===== config.mk =====
export PLATFORM = sky130hd
export DESIGN_NAME = obstacle_collision_ctl
export DESIGN_NICKNAME = d
export VERILOG_FILES = /design/src/rtl/obstacle_collision_ctl.sv
export SDC_FILE = /design/constraint.sdc
export NUM_CORES = 1
export LEC_CHECK = 0
export BUFFER_PORTS_ARGS = -buffer_cell sky130_fd_sc_hd__buf_2
export CAP_MARGIN = 0
export CORE_ASPECT_RATIO = 0.5
export CORE_MARGIN = 1.5
export CORE_UTILIZATION = 40
export CTS_BUF_LIST = sky130_fd_sc_hd__clkbuf_4
export DETAILED_ROUTE_END_ITERATION = 8
export GPL_TIMING_DRIVEN = 0
export PLACE_DENSITY = 0.7
export SLEW_MARGIN = 20
export SYNTH_ARGS = -nofsm -noshare
export SYNTH_HDL_FRONTEND = slang
export SYNTH_SLANG_ARGS = --single-unit

===== constraint.sdc =====
create_clock -name clk -period 3.6 [get_ports clk]
set_input_delay 0.54 -clock clk [delete_from_list [all_inputs] [get_ports clk]]
set_output_delay 0.54 -clock clk [all_outputs]
set_load 0.1 [all_outputs]

===== src/rtl/obstacle_collision_ctl.sv =====
// obstacle_collision_ctl
// Samples the obstacle and player positions once per frame, then tests the
// two bounding boxes for overlap one cycle later. A hit needs HIT_FRAMES
// consecutive overlapping frames. After that, game_over latches until restart.
// Obstacles that the player has fully passed are counted in a saturating score.

module obstacle_collision_ctl #(
  parameter int unsigned OBST_W     = 40,
  parameter int unsigned OBST_H     = 60,
  parameter int unsigned OBST_Y     = 500,
  parameter int unsigned PLAYER_W   = 32,
  parameter int unsigned PLAYER_H   = 48,
  parameter int unsigned HIT_FRAMES = 2,
  parameter int unsigned SCORE_W    = 16
) (
  input  logic               clk,
  input  logic               rst,
  input  logic               frame_start,
  input  logic               restart,
  input  logic [11:0]        obstacle_xpos,
  input  logic [11:0]        player_xpos,
  input  logic [11:0]        player_ypos,
  output logic               game_over,
  output logic               hit_pulse,
  output logic [SCORE_W-1:0] score
);

  // The hit counter only has to reach HIT_FRAMES. When it gets there the FSM
  // leaves RUN, so the counter never wraps.
  localparam int CNT_W = $clog2(HIT_FRAMES + 1);

  localparam logic [12:0] OBST_W13   = 13'(OBST_W);
  localparam logic [12:0] PLAYER_W13 = 13'(PLAYER_W);
  localparam logic [12:0] PLAYER_H13 = 13'(PLAYER_H);
  localparam logic [12:0] OBST_TOP13 = 13'(OBST_Y);
  localparam logic [12:0] OBST_BOT13 = 13'(OBST_Y + OBST_H);

  typedef enum logic [1:0] {
    IDLE = 2'd0,
    RUN  = 2'd1,
    OVER = 2'd2
  } state_e;

  state_e             state_q, state_d;
  logic [11:0]        ox_q, ox_d;
  logic [11:0]        px_q, px_d;
  logic [11:0]        py_q, py_d;
  logic               eval_q, eval_d;
  logic [CNT_W-1:0]   hit_cnt_q, hit_cnt_d;
  logic               armed_q, armed_d;
  logic [SCORE_W-1:0] score_q, score_d;
  logic               hit_pulse_q, hit_pulse_d;

  logic [12:0] ox13, px13, py13;
  logic        ox_active;
  logic        overlap;
  logic        ahead;

  // The box test works on 13-bit copies of the sampled positions. This way,
  // adding a width or height to a 12-bit coordinate cannot wrap around.
  always_comb begin
    ox13      = {1'b0, ox_q};
    px13      = {1'b0, px_q};
    py13      = {1'b0, py_q};
    ox_active = (ox_q != 12'd0);
    ahead     = (ox13 + OBST_W13) > px13;
    overlap   = ox_active &&
                (ox13 < (px13 + PLAYER_W13)) &&
                (px13 < (ox13 + OBST_W13)) &&
                (OBST_TOP13 < (py13 + PLAYER_H13)) &&
                (py13 < OBST_BOT13);
  end

  // Latch the positions on frame_start and schedule one evaluation for the
  // following cycle. Restart drops the frame. OVER ignores frames.
  always_comb begin
    ox_d   = ox_q;
    px_d   = px_q;
    py_d   = py_q;
    eval_d = 1'b0;
    if (frame_start && !restart && (state_q != OVER)) begin
      ox_d   = obstacle_xpos;
      px_d   = player_xpos;
      py_d   = player_ypos;
      eval_d = 1'b1;
    end
  end

  // State and datapath registers, with synchronous reset to the idle state.
  always_ff @(posedge clk) begin
    if (rst) begin
      state_q     <= IDLE;
      ox_q        <= '0;
      px_q        <= '0;
      py_q        <= '0;
      eval_q      <= 1'b0;
      hit_cnt_q   <= '0;
      armed_q     <= 1'b0;
      score_q     <= '0;
      hit_pulse_q <= 1'b0;
    end else begin
      state_q     <= state_d;
      ox_q        <= ox_d;
      px_q        <= px_d;
      py_q        <= py_d;
      eval_q      <= eval_d;
      hit_cnt_q   <= hit_cnt_d;
      armed_q     <= armed_d;
      score_q     <= score_d;
      hit_pulse_q <= hit_pulse_d;
    end
  end

  // Next-state logic. Overlap debouncing and scoring both happen in the
  // evaluation cycle. Overlapping implies the obstacle is still ahead of the
  // player, so an overlapping frame only re-arms and never scores.
  always_comb begin
    state_d     = state_q;
    hit_cnt_d   = hit_cnt_q;
    armed_d     = armed_q;
    score_d     = score_q;
    hit_pulse_d = 1'b0;
    if (restart) begin
      state_d   = IDLE;
      hit_cnt_d = '0;
      armed_d   = 1'b0;
      score_d   = '0;
    end else if (eval_q) begin
      unique case (state_q)
        IDLE: begin
          if (ox_active) begin
            state_d   = RUN;
            hit_cnt_d = '0;
            armed_d   = ahead;
          end
        end
        RUN: begin
          if (overlap) begin
            hit_cnt_d = hit_cnt_q + CNT_W'(1);
            armed_d   = 1'b1;
            if (hit_cnt_d == CNT_W'(HIT_FRAMES)) begin
              state_d     = OVER;
              hit_pulse_d = 1'b1;
            end
          end else begin
            hit_cnt_d = '0;
            if (!ox_active) begin
              armed_d = 1'b0;
            end else if (ahead) begin
              armed_d = 1'b1;
            end else if (armed_q) begin
              armed_d = 1'b0;
              if (score_q != {SCORE_W{1'b1}}) begin
                score_d = score_q + SCORE_W'(1);
              end
            end
          end
        end
        OVER: begin
        end
        default: begin
          state_d = IDLE;
        end
      endcase
    end
  end

  // Drive the outputs. All three come straight from registered state.
  always_comb begin
    game_over = (state_q == OVER);
    hit_pulse = hit_pulse_q;
    score     = score_q;
  end

endmodule


# Word-level counts from Yosys, hierarchy flattened
# Cells that the tools add are included.
[word_totals]
input_bits = 40
output_inout_bits = 18
register_bits = 59
elab_cells = 61
[op_classes]
addsub = 5
magnitude_cmp = 5
n_eq_ne = 8
reduce_logical = 15
bitwise = 5
muxes = 14
[op_table]
columns = ["op", "n"]
rows = [
  ["$add 12x6->13 const B", 3],
  ["$lt 12x13->1", 2],
  ["$add 16x1->16 const B", 1],
  ["$ne 16x16->1 const B", 1],
  ["$gt 13x12->1", 1],
  ["$lt 9x13->1 const A", 1],
  ["$lt 12x10->1 const B", 1],
  ["$reduce_bool 12->1", 1],
  ["$mux 2", 5],
  ["$ne 2x2->1 const B", 4],
  ["$reduce_and 7->1", 1],
  ["$logic_and 1x1->1", 6],
  ["$mux 1", 6],
  ["$pmux 2 s3", 1],
  ["$not 1->1", 5],
  ["$reduce_and 5->1", 1],
  ["$reduce_or 5->1", 1],
  ["$eq 2x2->1 const B", 2],
  ["$pmux 2 s2", 1],
  ["$reduce_and 3->1", 1],
  ["$add 2x1->2 const B", 1],
  ["$eq 2x1->1 const B", 1],
  ["$logic_not 2->1", 1],
  ["$pmux 1 s2", 1],
  ["3 further kinds", 3],
]

# Depth between registers and ports, before layout
# Gate-level depths: netlist of the first run.
[depth]
ltp_word = 8
ltp_mapped = 14
ltp_nobuf = 12

# Least setup slack after synthesis of the first run
# No wires, ideal clock.
[synth_timing]
path_type = "reg2reg"
from = "register state_q[0]"
to = "register ox_q[10]"
slack_ns = 0.712
path_buffers = 3
required_ns = 3.530
period_less_slack_ns = 2.888
stages_incl_launch_ff = 8
arrival_ns = 2.818
setup_time_ns = 0.070
path_cell_list = "dfxtp_1 > clkbuf_1 > nor2b_1 > or3b_2 > clkbuf_1 > buf_2 > nand2_1 > a21oi_1"
[synth_between]
elab_chain_len = 2
[synth_rtl]
columns = ["element", "line", "text"]
rows = [
  ["start, declared", "44", "state_e state_q, state_d;"],
  ["start signal, assigned", "102", "state_q <= state_d;"],
  ["$ne 2x2->1", "81", "if (frame_start && !restart && (state_q != OVER)) begin"],
  ["$logic_and 1x1->1", "81", ""],
  ["end signal, assigned", "93", "ox_q <= '0;"],
  ["end signal, assigned", "103", "ox_q <= ox_d;"],
  ["end, declared", "45", "logic [11:0] ox_q, ox_d;"],
]
# No other way between the ends.
# A chain may end at the register's enable or synchronous reset.

# Worst setup path in the final report of the first run
[layout_timing]
from = "register ox_q[3]"
to = "register score_q[3] (netlist: score[3])"
[layout_between]
elab_chain_len = 7
elab_cells_between_ends = 12
classes_between = "add/sub: 1; order compare: 3; bitwise: 2; reduce/logical: 6"
[layout_rtl]
columns = ["element", "line", "text"]
rows = [
  ["$add 12x6->13 (tied with other cells)", "66, 69", ""],
  ["$lt 12x13->1 or $logic_and 1x1->1 (tied branches)", "69, 67", ""],
  ["$logic_and 1x1->1", "68", "(ox13 < (px13 + PLAYER_W13)) &&"],
  ["$logic_and 1x1->1", "69", "(px13 < (ox13 + OBST_W13)) &&"],
  ["$logic_and 1x1->1", "70", "(OBST_TOP13 < (py13 + PLAYER_H13)) &&"],
  ["$not 1->1 (no line)", "--", ""],
  ["$reduce_and 7->1 (no line) (*)", "--", ""],
  ["end signal, assigned", "109", "score_q <= score_d;"],
  ["end, declared", "51", "logic [SCORE_W-1:0] score_q, score_d;"],
]
# Every way passes the cells marked *; elsewhere a longest branch is shown, timed or not.

==> impl_metrics.yaml, run 1 <==
status:
  outcome: "complete, no violations"
detailed_routing:
  wl_per_cell_um: 12.69
  via_per_inst: 5.160
  first_pass_iters: 4
  final_antenna_net_count: 0
  drc_errors: 0
  drtIter0Drc: 179
  vias: 3096
  drt_wl_total_um: 7613
global_routing:
  grt_usage_pct: 17.84
  grt_pass1_wl_um: 12380
  grt_overflow: 0
  first_global_vias: 2691
  grt_max_degree: 11
  antenna_found_initial: 0
cts:
  clk-insertion-delay-late_ns: 0.42
  clock-sinks: 59
  h-tree-depth: 3
  cts_resized: 0
  numCtsBuffers: 9
  hold_buffers: 0
  root_buffer: "clkbuf_4"
  clk_pin_slew_worst_paths_ns: 0.10
  cts_tree: "done"
  post_cts_buffers: 0
  clk_path_buf_depth: 2
critical_path:
  crit_fanout: 10
  cp_cell_sequence: "ha_1, o21ai_0, nor2_1, nand4_1, xor2_1, ha_1, nand3_2, nor2_1, a2111oi_2, a2bb2oi_2, buf_2, nor4_1, o21a_1"
  rr_startpoint: "ox_q[3]"
  worst_r2r_endpoint: "score[3]"
  reg2reg_slack_ns: 0.33
  criticalPathCategory: "flip-flop to flip-flop"
  crit_arrival_ns: 3.58
  worstRegToRegCells: 13
  required_ns: 3.92
  cp_slowest_cell: "dfxtp_1"
  endpoint_kind: "flip-flop"
  crit_path_start_kind: "flip-flop"
  crit_path_max_incr_delay_ns: 0.48
synth:
  yosys_warnings: 0
  synthArstFlopShare_pct: 0
  synth_top_area_share_pct: 35.57
  synth_area_sq_mm: 0.003321
  synth_compound_area_share_pct: 18.46
  synth_xor_area_share_pct: 3.429
  ys_dominant_reg_cell: "dfxtp_1"
  synth_largest_area_cell: "dfxtp_1"
  syn_avg_cell_area_sq_um: 8.002
  synth_nets: 483
  ys_seq_area_share_pct: 35.57
  synth_area_leaders: "dfxtp_1 (36%), nand2_1 (11%), ha_1 (11%)"
  synth-simple-area-share_pct: 27.47
  synth_cell_type_count: 50
  synth_seq_cells: 59
  synthMuxAreaShare_pct: 0.3014
  synth-edff-count: 0
  syn_inst: 415
  synth_top_family_by_area: "simple AND/OR/NAND/NOR gates"
  synthAdderAreaFrac_pct: 10.55
layout:
  insertedDiodeCount: 0
  post_route_cells_drive_above_1_share_pct: 17.83
  syn2layout_area_growth_pct: 17.48
  fin_nets: 551
power:
  switching_share_pct: 27.35
  ir_worst_vdd_v: 0.0001322
  pwr-share-clk_pct: 37.2
  power_switching_uw: 390.8
  pwr-share-seq_pct: 48.8
  intPower_uw: 1038
  powerDensity_mw_per_mm2: 366.3
  power_leakage_uw: 0.001595
  report.power.total_uw: 1429
  p_comb_share_pct: 14.1
timing:
  setup_viol: 0
  relSlewSlack_pct: 49.03
  fin_ws_ns: 0.3328
  fin_skew_ns: 0.01498
  tns_ns: 0
  slew_viol_final: 0
  rsz0062_at_grt: "false"
  layout_worst_path_cycle_share_pct: 90.75
  clock.fmax_ghz: 0.3061
  worstMarginPinSlew_ns: 0.7612
  final_hold_viol_count: 0
  period_needed_ns: 3.267
placed_design:
  pre_cts_ws_ns: 0.3364
  numPortBuffers: 57
  hpwl_um: 5827
  gp_congestion: 0.7910
floorplanning:
  fp.dieArea_sq_mm: 0.008890
  num_rows: 23
  core_area_sq_mm: 0.008029
  initial_core_util_pct: 41.36
  die_w_um: 131.9
  die_h_um: 67.43
  ioPinCount: 58
hold_path:
  hp-start: "player_ypos[7]"
  hp-class: "input pin to flip-flop"
  min_to: "py_q[7]"
  hold_depth: 3
run:
  maxCapViolCount: 0
## kinds of logic (layout without fill, tap and decap cells)
family / Yosys count / in the layout
muxes: 1 / 1
buffers and inverters: 32 / 105
and+or+nand+nor: 183 / 183
DFF: 59 / 59
AOI/OAI and AO/OA: 99 / 99
xor gates and xnor gates: 13 / 13
adders and majority gates: 28 / 28
## cell usage in the layout, fill, tap and decap left out, drive strengths merged, types with 9 or more instances in the layout
cell	instances
buf	64
inv	12
a21oi	54
clkbuf	23
nand3	15
dfxtp	59
nand4	9
ha	28
nor2	10
o21ai	13
nand2	96
## layer usage
metal / vias to the layer above / routed length, um / GRT usage, %
met5: - / 0 / 0
met3: 12 / 352 / 5.255
met1: 1408 / 3865 / 22.84
li1: 1617 / - / -
met2: 59 / 3280 / 28.88
met4: 0 / 115 / 6.944
## sequential cells by signal, indices dropped and copies added, names as in the netlist
name	count
py_q	12
armed_q	1
hit_pulse	1
hit_cnt_q	2
px_q	12
state_q	2
ox_q	12
eval_q	1
score	16
## cell usage after synthesis, types with 2 or more instances
master,number
and4_1,3
nand4_1,9
inv_1,12
a21oi_1,53
nor4_1,7
o41ai_1,2
o21ai_0,9
nor2_1,10
or4_1,8
buf_2,4
clkbuf_1,13
dfxtp_1,59
and3_1,7
buf_4,2
a21o_1,4
ha_1,28
and2_1,6
a31oi_1,2
o21a_1,3
nor3b_1,2
nor2b_1,7
nand2_1,96
o31ai_1,4
nand3_1,14
xnor2_1,5
o21ai_1,4
xor2_1,8
o211ai_1,6
or3_1,7
## cell type report
cell class	count	area, sq um
Clock buffer	10	75.07
Tap cell	112	140.1
Timing Repair Buffer	57	285.3
Multi-Input combinational cell	324	1999
Buffer	20	95.09
Fill cell	825	4128
Sequential cell	59	1181
Inverter	12	45.04
Clock inverter	6	80.08
## worst max-delay path, delay by kind of cell (launching register included)
kind	cells	cell delay, ns
flip-flops	1	0.48
buffers and inverters	1	0.30
AND/OR/NAND/NOR	5	0.59
adder cells (fa/ha/maj)	2	0.55
XOR/XNOR	1	0.17
AO/OA/AOI/OAI	4	1.08
## power groups by stage
stage               Clock (uW)  Combinational (uW)  Sequential (uW)
finish                     531                 201              697
global route               575                 227              701
CTS                        546                 203              697
detailed placement           0                 202              712
global placement             0                 198              712
floorplan                    0                 140              704
## metrics by stage
step	hold slack (ns)	cells	area [sq um]	utilization [%]
CTS	0.3136	600	3901	48.59
global placement	0.4383	584	3746	46.66
global route	0.3180	600	3901	48.59
floorplan	0.4254	415	3321	-
finish	0.3386	600	3901	48.59
detailed placement	0.4449	584	3746	46.66
## worst max-delay path by stage
stage | startpoint | end | slack (ns) | cells past startpoint
global route | ox_q[3] | score[1] | 0.06 | 14
finish | ox_q[3] | score[3] | 0.33 | 13
CTS | ox_q[3] | hit_cnt_q[1] | 0.31 | 14
detailed placement | ox_q[3] | score[3] | 0.34 | 13
global placement | ox_q[3] | hit_cnt_q[1] | 0.39 | 14
floorplan | state_q[0] | ox_q[10] | 0.71 | 7
Note: power is estimated with default switching activity, not from simulation.
==> run 2: changes to the inputs <==
Settings changed: ABC_AREA set to 1, CTS_BUF_LIST sky130_fd_sc_hd__clkbuf_4 to sky130_fd_sc_hd__clkbuf_8.
==> run 2 against run 1 <==
  * Worst setup slack better by 0.38 ns
  * Non-clock buffer count down 6
  * Total power up 8.5%
  * First-iteration DRC count down 5.0%
  * Flip-flop and latch count unchanged
  * Clock power up 16%
  * Combinational power up 11%
  * Core utilization up 1.2 points
  * Critical path type unchanged
  * Largest cell class unchanged
  * Largest power group unchanged
==> impl_metrics.yaml, run 2 <==
floorplanning:
  die_h_um: 68.49
  die_w_um: 134.0
  num_rows: 23
  initial_core_util_pct: 42.13
  fp.dieArea_sq_mm: 0.009175
  core_area_sq_mm: 0.008144
  ioPinCount: 58
power:
  p_comb_share_pct: 14.4
  intPower_uw: 1094
  pwr-share-seq_pct: 45.8
  pwr-share-clk_pct: 39.8
  powerDensity_mw_per_mm2: 382.2
  switching_share_pct: 29.43
  power_leakage_uw: 0.001808
  power_switching_uw: 456.3
  ir_worst_vdd_v: 0.0002063
hold_path:
  hp-class: "input pin to flip-flop"
  hp-start: "rst"
timing:
  fin_ws_ns: 0.7152
  setup_viol: 0
  clock.fmax_ghz: 0.3466
  fin_skew_ns: 0.01095
  tns_ns: 0
  rsz0062_at_grt: "false"
  slew_viol_final: 0
  layout_worst_path_cycle_share_pct: 80.13
  relSlewSlack_pct: 67.72
  final_hold_viol_count: 0
  worstMarginPinSlew_ns: 0.4876
  period_needed_ns: 2.885
critical_path:
  required_ns: 3.84
  crit_top_cell: "nor2_1"
  cp_slowest_cell: "dfxtp_1"
  reg2reg_slack_ns: 0.72
  endpoint_kind: "flip-flop"
  cp-startpoint: "ox_q[3]"
  cp_top_family: "simple AND/OR/NAND/NOR gates"
  path_depth: 17
  critPathBufInv: 2
  crit_arrival_ns: 3.12
  endpoint: "score[12]"
  cp_cell_sequence: "ha_1, nor2_1, nor2_1, nand3_1, nand3b_1, xor2_1, ha_1, nand3_1, nor3_1, nand2_1, inv_1, nand2_1, nand2_2, nand2_4, buf_6, nor3b_1, nor2_1"
  worstRegToRegCells: 17
  criticalPathCategory: "flip-flop to flip-flop"
  rr_startpoint: "ox_q[3]"
  crit_fanout: 10
  worst_r2r_endpoint: "score[12]"
  crit_path_start_kind: "flip-flop"
  crit_path_max_incr_delay_ns: 0.45
cts:
  clk_path_buf_depth: 2
  clk-insertion-delay-late_ns: 0.35
  root_buffer: "clkbuf_8"
  numCtsBuffers: 9
  cts_resized: 0
  clock-sinks: 59
  clk_pin_slew_worst_paths_ns: 0.07
  post_cts_buffers: 0
  h-tree-depth: 3
  cts_tree: "done"
  hold_buffers: 0
global_routing:
  grt_max_degree: 13
  first_global_vias: 2977
  grt_usage_pct: 19.38
  grt_pass1_wl_um: 13620
  antenna_found_initial: 0
  grt_overflow: 0
synth:
  synth_xor_area_share_pct: 4.340
  synth_nets: 554
  synth_top_area_share_pct: 34.43
  synth-simple-area-share_pct: 27.35
  synth_area_leaders: "dfxtp_1 (34%), ha_1 (10%), nor2_1 (9.0%)"
  synth_area_sq_mm: 0.003431
  yosys_warnings: 0
  synth_largest_area_cell: "dfxtp_1"
  synth-edff-count: 0
  synthArstFlopShare_pct: 0
  synth_compound_area_share_pct: 15.50
  synth_cell_type_count: 35
  ys_dominant_reg_cell: "dfxtp_1"
  synth_seq_cells: 59
  syn_inst: 486
  synthMuxAreaShare_pct: 0
  synth_common_cells: "nor2_1 (82), nand2_1 (79), dfxtp_1 (59)"
  syn_avg_cell_area_sq_um: 7.059
  synth_top_family_by_area: "simple AND/OR/NAND/NOR gates"
  synthAdderAreaFrac_pct: 10.21
  ys_seq_area_share_pct: 34.43
  yosysMostFrequentCell: "nor2_1"
layout:
  fin_cells: 671
  multiInputGateArea_sq_mm: 0.001969
  insertedDiodeCount: 0
  syn2layout_area_growth_pct: 18.23
  fillers: 861
  post_route_cells_drive_above_1_share_pct: 17.89
  largest_register_ff_count: 16
  fin_nets: 622
  final-seq-area_sq_mm: 0.001181
  final_cell_mix: "nor2_1 (82), nand2_1 (79), buf_2 (59), dfxtp_1 (59), inv_1 (52)"
  final_common_cell: "nor2_1"
detailed_routing:
  vias: 3317
  drc_errors: 0
  drt_wl_total_um: 8170
  via_per_inst: 4.943
  final_antenna_net_count: 0
  drtIter0Drc: 170
  wl_per_cell_um: 12.18
  first_pass_iters: 4
placed_design:
  dpl.cell_count: 655
  gp_congestion: 0.8700
  hpwl_um: 6167
  pre_cts_ws_ns: 0.7800
  numPortBuffers: 57
status:
  outcome: "complete, no violations"
run:
  maxCapViolCount: 0
## run 2: cell types whose count changed in the layout (fill, tap and decap cells not counted), moves of 7 or more
| cell | change |
|---|---|
| inv_1 | +40 |
| nand2_1 | -17 |
| clkbuf_4 | -10 |
| nor2_1 | +72 |
| clkbuf_8 | +9 |
| or3_1 | -7 |
| or4_1 | -8 |
| a21oi_1 | -12 |
| o21ai_0 | +37 |
| nor2b_1 | -7 |
## run 2: worst min path at each step
| stage | endpoint | slack (ns) | depth (start not counted) |
|---|---|---|---|
| 3_3_place_gp | py_q[3] | 0.45 | 2 |
| 3_5_place_dp | py_q[3] | 0.44 | 2 |
| 4_1_cts | eval_q | 0.35 | 2 |
| 6_report | eval_q | 0.37 | 2 |
| 2_1_floorplan | py_q[3] | 0.43 | 2 |
| 5_1_grt | eval_q | 0.35 | 2 |
## run 2: cell type report
class	count	area share, %
clock inverters	7	1.882
plain buffers	14	1.727
flip-flops and latches	59	29.12
inverters	55	5.182
multi-input cells	358	48.55
clock buffers	9	3.054
well taps	112	3.455
repair buffers	57	7.033
## run 2: through the flow
| stage | hold slack [ns] | cell area [sq um] | power (uW) | utilization, % |
|---|---|---|---|---|
| finish | 0.3682 | 4056 | 1550 | 49.81 |
| global route | 0.3473 | 4056 | 1641 | 49.81 |
| global placement | 0.4455 | 3856 | 938.6 | 47.35 |
| detailed placement | 0.4439 | 3856 | 944.9 | 47.35 |
| CTS | 0.3547 | 4056 | 1565 | 49.81 |
| floorplan | 0.4293 | 3431 | 874.3 | - |
## run 2: logic make-up after synthesis
group / count (synthesis)
flops: 59
xor+xnor: 17
buf+inv: 69
compound gates: 98
fa+ha+maj: 28
simple gates: 215
## run 2: layer usage
metal,track usage [%],routed length (um)
met1,23.01,4061
met2,33.31,3678
met3,7.704,346
met4,5.027,84
met5,0,0
## run 2: power by group through the flow
stage               Sequential, uW  Clock, uW  Combinational, uW
floorplan                      716          0                159
global placement               724          0                215
detailed placement             725          0                220
CTS                            710        631                224
global route                   714        668                259
finish                         710        617                224
==> run 3: changes to the inputs <==
Settings changed: ABC_AREA 1 to 0.
Clock period 3.6 ns to 2.7 ns, I/O delays scaled along.
==> run 3 against run 2 <==
  * The flow now finishes with violations (negative setup slack)
  * Final area increased by 4.1%
  * First-iteration DRC count increased by 5.3%
  * Register-to-register slack got worse by 0.83 ns
  * Cell count decreased by 8.5%
  * Critical path depth decreased by 3
  * Worst setup slack got worse by 0.83 ns
  * Combinational power increased by 60%
  * Flip-flop and latch count unchanged
  * Sequential power increased by 31%
  * Critical path type unchanged
  * Largest cell class unchanged
==> impl_metrics.yaml, run 3 (same netlist as run 1, synthesis figures left out) <==
status:
  outcome: "complete, but fails checks"
  violations: "negative setup slack"
timing:
  fin_skew_ns: 0.01080
  final_hold_viol_count: 0
  layout_worst_path_cycle_share_pct: 104.1
  rsz0062_at_grt: "true"
  period_needed_ns: 2.811
  hold_ws_ns: 0.2886
  slew_viol_final: 0
  setup_viol: 22
  worstMarginPinSlew_ns: 0.6815
  fin_ws_ns: -0.1111
  clock.fmax_ghz: 0.3557
  tns_ns: -1.522
  relSlewSlack_pct: 54.37
layout:
  syn2layout_area_growth_pct: 27.13
  multiInputGateArea_sq_mm: 0.002093
  insertedDiodeCount: 0
  final_cell_mix: "nand2_1 (96), buf_2 (60), dfxtp_1 (54)"
  final_common_cell: "nand2_1"
  post_route_cells_drive_above_1_share_pct: 23.31
  fin_nets: 566
  largest_register_ff_count: 16
  final-seq-area_sq_mm: 0.001192
  fillers: 770
  post-route-util_pct: 52.58
critical_path:
  rr_startpoint: "ox_q[4]"
  endpoint_kind: "flip-flop"
  crit_path_start_kind: "flip-flop"
  required_ns: 3.00
  worst_r2r_endpoint: "score[10]"
  criticalPathCategory: "flip-flop to flip-flop"
  worstRegToRegCells: 14
  crit_arrival_ns: 3.11
  reg2reg_slack_ns: -0.11
  crit_fanout: 8
power:
  ir_worst_vdd_v: 0.0002338
  report.power.total_uw: 2137
  power_leakage_uw: 0.001737
  powerDensity_mw_per_mm2: 506.2
global_routing:
  antenna_found_initial: 0
  met2_usage_pct: 33.68
  grt-busiest-layer: "met2"
  met3_usage_pct: 4.880
  grt_pass1_wl_um: 13890
  grt_max_degree: 11
  first_global_vias: 2951
  grt_usage_pct: 19.71
  grt_overflow: 0
  use_met1_pct: 25.01
detailed_routing:
  wl_per_cell_um: 13.55
  first_pass_iters: 4
  drtIter0Drc: 179
  final_antenna_net_count: 0
  drt_wl_total_um: 8318
  vias: 3179
  drc_errors: 0
  via_per_inst: 5.178
placed_design:
  gp_congestion: 0.8182
  numPortBuffers: 57
  hpwl_um: 5795
  pre_cts_ws_ns: -0.3829
cts:
  cts_tree: "done"
  root_buffer: "clkbuf_8"
  clk-insertion-delay-late_ns: 0.35
  clk_pin_slew_worst_paths_ns: 0.07
  clock-sinks: 59
  clk_path_buf_depth: 2
  h-tree-depth: 3
  numCtsBuffers: 9
floorplanning:
  initial_core_util_pct: 41.36
  num_rows: 23
  die_h_um: 67.43
  die_w_um: 131.9
  fp.dieArea_sq_mm: 0.008890
  ioPinCount: 58
  core_area_sq_mm: 0.008029
hold_path:
  hp-start: "player_ypos[8]"
  hold_depth: 3
  min_to: "py_q[8]"
  hp-class: "input pin to flip-flop"
run:
  maxCapViolCount: 0
[run 3: cell types whose count changed in the layout (fill, tap and decap cells not counted), sizes merged, moves of 7 or more]
cell	delta
or4	+8
or3	+7
buf	+18
nor2	-76
a21oi	+10
inv	-40
o21ai	-34
nor2b	+7
nor4	+7
nand2	+10
[run 3: final cells by class]
| class | instances | area share, % |
|---|---|---|
| well taps | 112 | 3.319 |
| plain buffers | 20 | 2.490 |
| clock inverters | 6 | 1.808 |
| flip-flops and latches | 59 | 28.25 |
| repair buffers | 72 | 10.55 |
| clock buffers | 9 | 2.934 |
| inverters | 12 | 1.067 |
| multi-input cells | 324 | 49.59 |
[run 3: how the worst max path moves through the flow]
stage,startpoint,to,slack (ns),cells past startpoint
after floorplan,ox_q[4],score[14],0.03,14
final,ox_q[4],score[10],-0.11,14
after global placement,ox_q[4],hit_cnt_q[1],-0.37,14
after detailed placement,ox_q[4],score[1],-0.38,14
after global routing,ox_q[4],hit_cnt_q[1],-0.24,15
after CTS,ox_q[3],hit_pulse,-0.06,12
[run 3: stage by stage]
| stage | cells | instance area (sq um) |
|---|---|---|
| floorplan | 415 | 3333 |
| global placement | 584 | 3759 |
| detailed placement | 584 | 3759 |
| CTS | 612 | 4177 |
| global route | 614 | 4222 |
| finish | 614 | 4222 |
[run 3: critical path: stages (launching register included)]
cell       delay [ns]
dfxtp_4          0.37
ha_4             0.15
o21ai_4          0.06
nor2_2           0.11
nand4_1          0.13
xor2_1           0.18
ha_1             0.36
nand3_4          0.12
buf_6            0.14
nor4_4           0.19
a2bb2oi_4        0.14
buf_6            0.16
buf_12           0.13
or4_1            0.46
nand2_1          0.06
[run 3: repair_timing]
| item | in CTS | in global routing |
|---|---|---|
| resized for setup | 19 | 8 |
| pin swaps | 31 | 7 |
| setup endpoints to repair | 22 | 22 |
| setup buffers | 12 | 2 |
| cloned | 1 | 0 |
| hold buffers | 0 | 0 |
[run 3: routing by layer]
layer / vias to the layer above / wire (um) / part of all wire, %
met1: 1458 / 4161 / 50
met5: - / 0 / 0
met2: 64 / 3692 / 44
li1: 1645 / - / -
met3: 12 / 376 / 4.5
met4: 0 / 88 / 1.1
[run 3: where the power goes]
part / total, uW / internal [uW] / switching (uW)
clock network: 847 / 503 / 344
registers: 931 / 896 / 35.0
logic: 359 / 174 / 185
